==> src/rtl/ctrl_pipe_if.sv <==
// Control bundle between the ID-stage decoder and the pipeline control block.
// The decoder side (master) drives the decoded ID controls and specifiers;
// the pipeline side (slave) returns staged controls, forwarding selects and
// hazard handshakes.
interface ctrl_pipe_if #(
  parameter int REG_W = 5,
  parameter int ALU_W = 3
);
  logic             mem_to_reg_d;
  logic             mem_enab_d;
  logic             alu_srcB_d;
  logic             reg_dst_d;
  logic             reg_write_d;
  logic [ALU_W-1:0] alu_ctrl_sig_d;
  logic [REG_W-1:0] rs_d;
  logic [REG_W-1:0] rt_d;
  logic [REG_W-1:0] rd_d;
  logic             pc_src_d;

  logic [ALU_W-1:0] alu_ctrl_sig_e;
  logic             alu_srcB_e;
  logic [REG_W-1:0] rs_e;
  logic [REG_W-1:0] rt_e;
  logic [REG_W-1:0] write_reg_e;
  logic [1:0]       fwd_a_e;
  logic [1:0]       fwd_b_e;
  logic             mem_enab_m;
  logic             mem_to_reg_m;
  logic             reg_write_m;
  logic [REG_W-1:0] write_reg_m;
  logic             mem_to_reg_w;
  logic             reg_write_w;
  logic [REG_W-1:0] write_reg_w;
  logic             stall_f;
  logic             stall_d;
  logic             flush_d;

  modport master (
    output mem_to_reg_d, mem_enab_d, alu_srcB_d, reg_dst_d, reg_write_d,
           alu_ctrl_sig_d, rs_d, rt_d, rd_d, pc_src_d,
    input  alu_ctrl_sig_e, alu_srcB_e, rs_e, rt_e, write_reg_e, fwd_a_e, fwd_b_e,
           mem_enab_m, mem_to_reg_m, reg_write_m, write_reg_m,
           mem_to_reg_w, reg_write_w, write_reg_w, stall_f, stall_d, flush_d
  );

  modport slave (
    input  mem_to_reg_d, mem_enab_d, alu_srcB_d, reg_dst_d, reg_write_d,
           alu_ctrl_sig_d, rs_d, rt_d, rd_d, pc_src_d,
    output alu_ctrl_sig_e, alu_srcB_e, rs_e, rt_e, write_reg_e, fwd_a_e, fwd_b_e,
           mem_enab_m, mem_to_reg_m, reg_write_m, write_reg_m,
           mem_to_reg_w, reg_write_w, write_reg_w, stall_f, stall_d, flush_d
  );
endinterface

==> src/rtl/ctrl_pipe.sv <==
// Pipeline control carrier: moves decoded controls through ID/EX, EX/MEM and
// MEM/WB, detects load-use hazards (stall + bubble), arbitrates branch flush
// against stall, and produces EX-stage forwarding selects.
module ctrl_pipe #(
  parameter int REG_W = 5,
  parameter int ALU_W = 3
) (
  input  logic         clk,
  input  logic         reset,
  ctrl_pipe_if.slave   bus
);

  logic             mem_to_reg_e, mem_enab_e, alu_srcB_e, reg_dst_e, reg_write_e;
  logic [ALU_W-1:0] alu_ctrl_e;
  logic [REG_W-1:0] rs_e, rt_e, rd_e;
  logic [REG_W-1:0] write_reg_e;

  logic             mem_enab_m, mem_to_reg_m, reg_write_m;
  logic [REG_W-1:0] write_reg_m;

  logic             mem_to_reg_w, reg_write_w;
  logic [REG_W-1:0] write_reg_w;

  logic             lwstall;
  logic             flush;
  logic [1:0]       fwd_a, fwd_b;

  assign write_reg_e = reg_dst_e ? rd_e : rt_e;

  // Load-use detection and branch flush; reset masks both so the handshakes
  // read idle while the pipe is being cleared.
  always_comb begin
    lwstall = 1'b0;
    flush   = 1'b0;
    if (!reset) begin
      lwstall = mem_to_reg_e & reg_write_e & (rt_e != '0) &
                ((rt_e == bus.rs_d) | (rt_e == bus.rt_d));
      flush   = bus.pc_src_d & ~lwstall;
    end
  end

  // ID/EX register: a load-use stall inserts a bubble instead of the ID values.
  always_ff @(posedge clk) begin
    if (reset || lwstall) begin
      mem_to_reg_e <= 1'b0;
      mem_enab_e   <= 1'b0;
      alu_srcB_e   <= 1'b0;
      reg_dst_e    <= 1'b0;
      reg_write_e  <= 1'b0;
      alu_ctrl_e   <= '0;
      rs_e         <= '0;
      rt_e         <= '0;
      rd_e         <= '0;
    end else begin
      mem_to_reg_e <= bus.mem_to_reg_d;
      mem_enab_e   <= bus.mem_enab_d;
      alu_srcB_e   <= bus.alu_srcB_d;
      reg_dst_e    <= bus.reg_dst_d;
      reg_write_e  <= bus.reg_write_d;
      alu_ctrl_e   <= bus.alu_ctrl_sig_d;
      rs_e         <= bus.rs_d;
      rt_e         <= bus.rt_d;
      rd_e         <= bus.rd_d;
    end
  end

  // EX/MEM and MEM/WB registers always advance, even during a stall.
  always_ff @(posedge clk) begin
    if (reset) begin
      mem_enab_m   <= 1'b0;
      mem_to_reg_m <= 1'b0;
      reg_write_m  <= 1'b0;
      write_reg_m  <= '0;
      mem_to_reg_w <= 1'b0;
      reg_write_w  <= 1'b0;
      write_reg_w  <= '0;
    end else begin
      mem_enab_m   <= mem_enab_e;
      mem_to_reg_m <= mem_to_reg_e;
      reg_write_m  <= reg_write_e;
      write_reg_m  <= write_reg_e;
      mem_to_reg_w <= mem_to_reg_m;
      reg_write_w  <= reg_write_m;
      write_reg_w  <= write_reg_m;
    end
  end

  // Forwarding selects: MEM result wins over WB; r0 is never forwarded.
  always_comb begin
    fwd_a = 2'b00;
    fwd_b = 2'b00;
    if (reg_write_m && (write_reg_m != '0) && (write_reg_m == rs_e))
      fwd_a = 2'b10;
    else if (reg_write_w && (write_reg_w != '0) && (write_reg_w == rs_e))
      fwd_a = 2'b01;
    if (reg_write_m && (write_reg_m != '0) && (write_reg_m == rt_e))
      fwd_b = 2'b10;
    else if (reg_write_w && (write_reg_w != '0) && (write_reg_w == rt_e))
      fwd_b = 2'b01;
  end

  assign bus.alu_ctrl_sig_e = alu_ctrl_e;
  assign bus.alu_srcB_e     = alu_srcB_e;
  assign bus.rs_e           = rs_e;
  assign bus.rt_e           = rt_e;
  assign bus.write_reg_e    = write_reg_e;
  assign bus.fwd_a_e        = fwd_a;
  assign bus.fwd_b_e        = fwd_b;
  assign bus.mem_enab_m     = mem_enab_m;
  assign bus.mem_to_reg_m   = mem_to_reg_m;
  assign bus.reg_write_m    = reg_write_m;
  assign bus.write_reg_m    = write_reg_m;
  assign bus.mem_to_reg_w   = mem_to_reg_w;
  assign bus.reg_write_w    = reg_write_w;
  assign bus.write_reg_w    = write_reg_w;
  assign bus.stall_f        = lwstall;
  assign bus.stall_d        = lwstall;
  assign bus.flush_d        = flush;

endmodule

==> src/flat_wrapper.sv <==
// flat-port wrapper written by rule: the top's interface ports become plain ports
module ctrl_pipe_flat 
#(
  parameter int REG_W = 5,
  parameter int ALU_W = 3
)
  (clk, reset, bus_mem_to_reg_d, bus_mem_enab_d, bus_alu_srcB_d, bus_reg_dst_d, bus_reg_write_d, bus_alu_ctrl_sig_d, bus_rs_d, bus_rt_d, bus_rd_d, bus_pc_src_d, bus_alu_ctrl_sig_e, bus_alu_srcB_e, bus_rs_e, bus_rt_e, bus_write_reg_e, bus_fwd_a_e, bus_fwd_b_e, bus_mem_enab_m, bus_mem_to_reg_m, bus_reg_write_m, bus_write_reg_m, bus_mem_to_reg_w, bus_reg_write_w, bus_write_reg_w, bus_stall_f, bus_stall_d, bus_flush_d);
  ctrl_pipe_if #(.REG_W(REG_W), .ALU_W(ALU_W)) bus_i ();
  input  logic clk;
  input  logic reset;
  input wire logic [$bits(bus_i.mem_to_reg_d)-1:0] bus_mem_to_reg_d;
  input wire logic [$bits(bus_i.mem_enab_d)-1:0] bus_mem_enab_d;
  input wire logic [$bits(bus_i.alu_srcB_d)-1:0] bus_alu_srcB_d;
  input wire logic [$bits(bus_i.reg_dst_d)-1:0] bus_reg_dst_d;
  input wire logic [$bits(bus_i.reg_write_d)-1:0] bus_reg_write_d;
  input wire logic [$bits(bus_i.alu_ctrl_sig_d)-1:0] bus_alu_ctrl_sig_d;
  input wire logic [$bits(bus_i.rs_d)-1:0] bus_rs_d;
  input wire logic [$bits(bus_i.rt_d)-1:0] bus_rt_d;
  input wire logic [$bits(bus_i.rd_d)-1:0] bus_rd_d;
  input wire logic [$bits(bus_i.pc_src_d)-1:0] bus_pc_src_d;
  output wire logic [$bits(bus_i.alu_ctrl_sig_e)-1:0] bus_alu_ctrl_sig_e;
  output wire logic [$bits(bus_i.alu_srcB_e)-1:0] bus_alu_srcB_e;
  output wire logic [$bits(bus_i.rs_e)-1:0] bus_rs_e;
  output wire logic [$bits(bus_i.rt_e)-1:0] bus_rt_e;
  output wire logic [$bits(bus_i.write_reg_e)-1:0] bus_write_reg_e;
  output wire logic [$bits(bus_i.fwd_a_e)-1:0] bus_fwd_a_e;
  output wire logic [$bits(bus_i.fwd_b_e)-1:0] bus_fwd_b_e;
  output wire logic [$bits(bus_i.mem_enab_m)-1:0] bus_mem_enab_m;
  output wire logic [$bits(bus_i.mem_to_reg_m)-1:0] bus_mem_to_reg_m;
  output wire logic [$bits(bus_i.reg_write_m)-1:0] bus_reg_write_m;
  output wire logic [$bits(bus_i.write_reg_m)-1:0] bus_write_reg_m;
  output wire logic [$bits(bus_i.mem_to_reg_w)-1:0] bus_mem_to_reg_w;
  output wire logic [$bits(bus_i.reg_write_w)-1:0] bus_reg_write_w;
  output wire logic [$bits(bus_i.write_reg_w)-1:0] bus_write_reg_w;
  output wire logic [$bits(bus_i.stall_f)-1:0] bus_stall_f;
  output wire logic [$bits(bus_i.stall_d)-1:0] bus_stall_d;
  output wire logic [$bits(bus_i.flush_d)-1:0] bus_flush_d;
  assign bus_i.mem_to_reg_d = bus_mem_to_reg_d;
  assign bus_i.mem_enab_d = bus_mem_enab_d;
  assign bus_i.alu_srcB_d = bus_alu_srcB_d;
  assign bus_i.reg_dst_d = bus_reg_dst_d;
  assign bus_i.reg_write_d = bus_reg_write_d;
  assign bus_i.alu_ctrl_sig_d = bus_alu_ctrl_sig_d;
  assign bus_i.rs_d = bus_rs_d;
  assign bus_i.rt_d = bus_rt_d;
  assign bus_i.rd_d = bus_rd_d;
  assign bus_i.pc_src_d = bus_pc_src_d;
  assign bus_alu_ctrl_sig_e = bus_i.alu_ctrl_sig_e;
  assign bus_alu_srcB_e = bus_i.alu_srcB_e;
  assign bus_rs_e = bus_i.rs_e;
  assign bus_rt_e = bus_i.rt_e;
  assign bus_write_reg_e = bus_i.write_reg_e;
  assign bus_fwd_a_e = bus_i.fwd_a_e;
  assign bus_fwd_b_e = bus_i.fwd_b_e;
  assign bus_mem_enab_m = bus_i.mem_enab_m;
  assign bus_mem_to_reg_m = bus_i.mem_to_reg_m;
  assign bus_reg_write_m = bus_i.reg_write_m;
  assign bus_write_reg_m = bus_i.write_reg_m;
  assign bus_mem_to_reg_w = bus_i.mem_to_reg_w;
  assign bus_reg_write_w = bus_i.reg_write_w;
  assign bus_write_reg_w = bus_i.write_reg_w;
  assign bus_stall_f = bus_i.stall_f;
  assign bus_stall_d = bus_i.stall_d;
  assign bus_flush_d = bus_i.flush_d;
  ctrl_pipe #(.REG_W(REG_W), .ALU_W(ALU_W)) u_core (.clk(clk), .reset(reset), .bus(bus_i));
endmodule
==> config.mk <==
export PLATFORM = sky130hd
export DESIGN_NAME = ctrl_pipe_flat
export DESIGN_NICKNAME = d
export VERILOG_FILES = /design/src/rtl/ctrl_pipe_if.sv /design/src/rtl/ctrl_pipe.sv /design/src/flat_wrapper.sv
export SDC_FILE = /design/constraint.sdc
export NUM_CORES = 1
export LEC_CHECK = 0
export BUFFER_PORTS_ARGS = -buffer_cell sky130_fd_sc_hd__buf_2
export CORE_ASPECT_RATIO = 1.25
export CORE_MARGIN = 1.5
export CORE_UTILIZATION = 40
export DETAILED_ROUTE_END_ITERATION = 12
export PLACE_DENSITY = 0.7
export SYNTH_ARGS = -nofsm -noshare
export SYNTH_HDL_FRONTEND = slang
export SYNTH_SLANG_ARGS = --single-unit
==> constraint.sdc <==
create_clock -name clk -period 1.51 [get_ports clk]
set_input_delay 0 -clock clk [delete_from_list [all_inputs] [get_ports clk]]
set_output_delay 0 -clock clk [all_outputs]
set_load 0.05 [all_outputs]
# Word-level counts from Yosys, hierarchy flattened
# Cells that the tools add are included.
[word_totals]
regBits = 38
in_bits = 26
wordCells = 45
[classes]
eq_ne = 6
muxes = 7
bitwise = 6
n_reduce_logical = 10
[op_table]
columns = ["op", "count"]
rows = [
  ["equality test 5 bit", 6],
  ["nonzero test 5 bit", 3],
  ["logical AND 1 bit", 6],
  ["2-to-1 mux 5 bit", 1],
  ["AND 1 bit", 4],
  ["2-to-1 mux 1 bit", 4],
  ["2-to-1 mux 2 bit", 2],
  ["logical OR 1 bit", 1],
  ["inverter 1 bit", 1],
  ["OR 1 bit", 1],
]

# Longest topological paths before layout
[logic_depth]
depth_word = 6
ltp_mapped = 6
depth_no_buf = 4

# Worst setup path before layout
# Ideal clock, no wire load.
[synth_path]
path_type = "flip-flop to output port"
startpoint = "register u_core.rt_e[4] (netlist: u_core.bus.rt_e[4])"
endpoint = "output bus_fwd_b_e[0]"
arrival_ns = 3.244
setup_slack_ns = -1.734
stages_incl_launch_ff = 6
path_buffers = 1
path_cell_list = "dfxtp_1 buf_2 xnor2_1 nand3_1 nor4_1 nor4_2"
[synth_between]
elab_chain_cells = 4
elab_cells_between_ends = 6
classes_between = "2 x eq/ne; 2 x mux; 2 x reduce/logical"
[synth_rtl]
columns = ["item", "line_no", "source"]
rows = [
  ["start, declared", "ctrl_pipe.sv:15", "logic [REG_W-1:0] rs_e, rt_e, rd_e;"],
  ["start signal, assigned", "ctrl_pipe.sv:62", "rt_e <= bus.rt_d;"],
  ["equality test 5 bit", "ctrl_pipe.sv:98", "else if (reg_write_w && (write_reg_w != '0) && (write_reg_w == rt_e))"],
  ["logical AND 1 bit", "ctrl_pipe.sv:98", ""],
  ["2-to-1 mux 1 bit", "ctrl_pipe.sv:98", ""],
  ["2-to-1 mux 2 bit *", "ctrl_pipe.sv:96", "if (reg_write_m && (write_reg_m != '0) && (write_reg_m == rt_e))"],
  ["end, declared", "flat_wrapper.sv:27", "output wire logic [$bits(bus_i.fwd_b_e)-1:0] bus_fwd_b_e;"],
]
# Every way passes the cells marked *; elsewhere a longest branch is shown, timed or not.

# Worst setup path after layout
[layout_path]
startpoint = "register u_core.rs_e[0] (netlist: u_core.bus.rs_e[0])"
endpoint = "output bus_fwd_a_e[0]"
[layout_between]
elab_chain_cells = 4
elab_cells_between_ends = 6
classes_between = "2 x eq/ne; 2 x mux; 2 x reduce/logical"
[layout_rtl]
columns = ["item", "line_no", "source"]
rows = [
  ["start, declared", "ctrl_pipe.sv:15", ""],
  ["start signal, assigned", "ctrl_pipe.sv:61", "rs_e <= bus.rs_d;"],
  ["equality test 5 bit", "ctrl_pipe.sv:94", "else if (reg_write_w && (write_reg_w != '0) && (write_reg_w == rs_e))"],
  ["logical AND 1 bit", "ctrl_pipe.sv:94", ""],
  ["2-to-1 mux 1 bit", "ctrl_pipe.sv:94", ""],
  ["2-to-1 mux 2 bit *", "ctrl_pipe.sv:92", "if (reg_write_m && (write_reg_m != '0) && (write_reg_m == rs_e))"],
  ["end, declared", "flat_wrapper.sv:26", "output wire logic [$bits(bus_i.fwd_a_e)-1:0] bus_fwd_a_e;"],
]
# Marks and branches as above.

==> implementation parameters <==
Parameter                              Value

Outcome
  Run status ... finished, violations left
  Violated checks ... negative setup slack

Final layout
  Count of non-filler cells in the finished layout ... ~340
  Leading cell type in the layout, fill and taps excluded ... buf_2
  Fraction of final layout cells with drive strength greater than 1 ... roughly 59%
  Fill cell count ... 314
  Synthesis-to-finish area growth ... 64.54%
  Most frequent cells in the layout ... 59 x buf_2, 24 x nand2b_1, 23 x a21oi_2, 23 x dlygate4sd3_1
  Net count of the finished layout ... around 300
  Total non-filler cell area in the finished layout ... ~2900 um2
  Diode insertion count for antenna repair ... 0
  Core occupancy in the finished layout ... between 60 and 70%

Drt
  Antenna-violating nets left ... 0
  Average routed wire per standard cell ... 14.31 um
  Total length of routed wires ... ~4.8 mm
  Uppermost layer routed ... met4
  WL met1 ... 1.792 mm
  Met3 WL post-DR ... roughly 200 um
  Number of vias in the routed layout ... about 1.6k
  Iteration-0 DRC count of the detailed router ... 17
  Via count normalized by instance count ... 4.654
  Number of DRC violations after detailed routing ... 0
  Initial DRT Pass Iterations ... 6
  Detail Route met2 WL ... ~2.7 mm

Synth
  Portion of the post-synthesis area used by sequential elements ... roughly 43%
  Net count after synthesis ... approximately 200
  Synthesized area divided by synthesized cell count ... between 10 and 15 um2
  Cells after Synth ... 170
  Cell area after technology mapping ... about 1800 um2
  Number of distinct standard cells referenced by the synthesized netlist ... 22
  Number of storage elements in the synthesis netlist ... 38
  Total of warnings raised by yosys ... 0

Placement
  Port Buf Inserts ... 66
  GPL Wtd Cong ... roughly 0.75
  Placed inst area ... between 2000 and 2500 um2
  HPWL after detailed placement ... around 3.1 mm
  Cell count after placement ... between 200 and 300

Setup path
  Worst path top cell family by delay ... simple AND/OR/NAND/NOR gates
  Worst Setup Start Kind ... flip-flop
  Endpoint required time on the critical path ... around 1500 ps
  Stage delay of the slowest cell on the critical path ... 550 ps
  Launch point of the worst reg-to-reg path ... u_core.bus.rt_e[1]
  Category of the critical setup timing path ... reg -> out
  Peak fanout along the critical path ... 2
  Kind of end point of the critical path ... output pin
  Endpoint arrival time on the critical path ... ~1900 ps
  Crit path cell chain ... xor2_1 -> or4_4 -> nor4_4 -> buf_6
  Worst path bufs/invs ... 1
  Master of the slowest instance on the critical path ... or4_4
  Start point of the critical path ... u_core.bus.rs_e[0]

Timing
  Final worst-path setup slack ... -341.5 ps
  Max Clk Rate ... between 500 and 600 MHz
  Slew Limit Headroom ... 61.25%
  Unrepaired setup endpoints after global routing ... true
  Max Slew Vio Count ... 0
  Final number of setup-violating endpoints ... 30
  Final critical-path required period ... about 1900 ps
  Least-Margin Pin Slew ... 581.2 ps
  Fraction of the cycle the final worst path needs ... 122.6%
  Final Skew ... about 5.7 ps
  Count of final hold-check violations ... 0

Min path
  Worst min path class ... in -> reg
  Hold path startpoint ... reset

Floorplan
  Die X ... roughly 62 um
  Floorplan Core Area ... ~4200 um2
  Number of core rows ... 26
  I/O Pins ... 67
  Effective utilization at floorplan ... ~42%
  Total Die Area ... between 4000 and 5000 um2
  Chip Height ... around 77 um

Pwr
  Lkg Pwr ... roughly 1.3 nW
  Pwr Total ... roughly 2.4 mW
  VDD IR max ... 0.6841 mV
  Power per Cell Area ... between 800 and 900 nW/um2

Clock network
  Deepest level of the CTS H-tree ... 2
  Maximum clock insertion buffer count ... 2
  Clock transition at the registers of the reported paths ... around 70 ps
  Worst-skew pair later-pin latency ... 290 ps
  Cell chosen for the clock root ... clkbuf_8
  Clock tree from TritonCTS ... built
  Number of sinks handled by clock tree synthesis ... 38
  Inserted Clock Buffers ... 5

Global route
  Via count of the first global-routing pass ... about 1.7k
  Global-route wire length before repair ... between 8 and 9 mm
  Overflow after GRT ... 0
  Initial antenna violation count ... 0
  All-layer global routing usage ... 21.55%
  Largest net degree at the start of global routing ... 41

Job
  Total of max-cap violations ... 0
## routing by layer
metal  up-vias  GRT usage [%]
li1        781              -
met1       718          21.38
met2        52          42.26
met3         8          5.362
met4         0          8.222
met5         -              0
## cell type report
type	count	area [um2]	share of cell area [%]
Multi-Input combinational cell	118	1046	35.96
Timing Repair Buffer	115	884.6	30.41
Sequential cell	38	827.0	28.43
Clock buffer	6	72.57	2.495
Tap cell	56	70.07	2.409
Clock inverter	2	8.758	0.3011
## power by group
| part | total (mW) | internal [mW] | switching (mW) |
|---|---|---|---|
| clock | 0.649 | 0.317 | 0.332 |
| sequential | 1.09 | 1.04 | 0.0463 |
| combinational | 0.637 | 0.267 | 0.370 |
| total | 2.37 | 1.62 | 0.749 |
## Yosys cell counts
library cell	number	area share [%]
o21ai_1	2	0.57
nor4_2	2	1.4
or4_1	4	1.7
or3_4	1	0.64
dfxtp_1	38	43
clkbuf_1	4	0.85
a21oi_2	20	9.9
nor2b_1	15	5.3
mux2_2	5	3.2
xor2_1	14	6.9
and3b_2	1	0.57
xnor2_1	16	7.9
nor4_1	2	0.71
nand2_1	2	0.42
o311a_4	1	1.2
o22ai_2	1	0.71
nand3_1	4	1.1
buf_6	3	1.9
buf_2	5	1.4
nand2b_1	24	8.5
buf_4	2	0.85
a21oi_1	4	1.1
## worst paths after layout
check | to | slack [ps] | cells past startpoint
worst max-delay path | bus_fwd_a_e[0] | -340 | 4
worst min-delay path | u_core.bus.write_reg_m[4] | 200 | 2
worst max register to register | u_core.bus.rs_e[4] | -150 | 6
worst min register to register | u_core.bus.mem_enab_m | 440 | 1
## cell families (layout without fill, tap and decap cells)
family | Yosys count | in the layout | share of synthesized area [%]
compound gates | 28 | 28 | 13.52
simple gates | 55 | 55 | 20.38
xor+xnor | 30 | 30 | 14.86
mux | 5 | 5 | 3.184
flops | 38 | 38 | 43.03
buf+inv | 14 | 123 | 5.024
## state kept, by name, summed over array words and instances (netlist names), 3 cells and up
name / count
u_core.bus.write_reg_m: 5
u_core.bus.write_reg_w: 5
u_core.rd_e: 5
u_core.bus.alu_ctrl_sig_e: 3
u_core.bus.rs_e: 5
u_core.bus.rt_e: 5
## through the flow
stage / hold WS (ps) / setup slack (ps) / setup TNS (ps)
floorplan: 120.0 / -374.0 / -3457
global placement: 235.0 / -83.95 / -626.1
detailed placement: 238.7 / -108.1 / -647.6
CTS: 194.1 / -322.1 / -4696
global route: 244.1 / -389.2 / -5132
finish: 202.9 / -341.5 / -3664
## timing repair
| item | CTS | global route |
|---|---|---|
| gates cloned | 1 | 0 |
| endpoints found under the hold margin | 23 | 0 |
| resized for setup | 40 | 5 |
| pin swaps | 13 | 6 |
| setup buffers | 6 | 3 |
| hold buffers | 23 | 0 |
| endpoints found under the setup margin | 24 | 30 |
(Power assumes the default switching activity.)
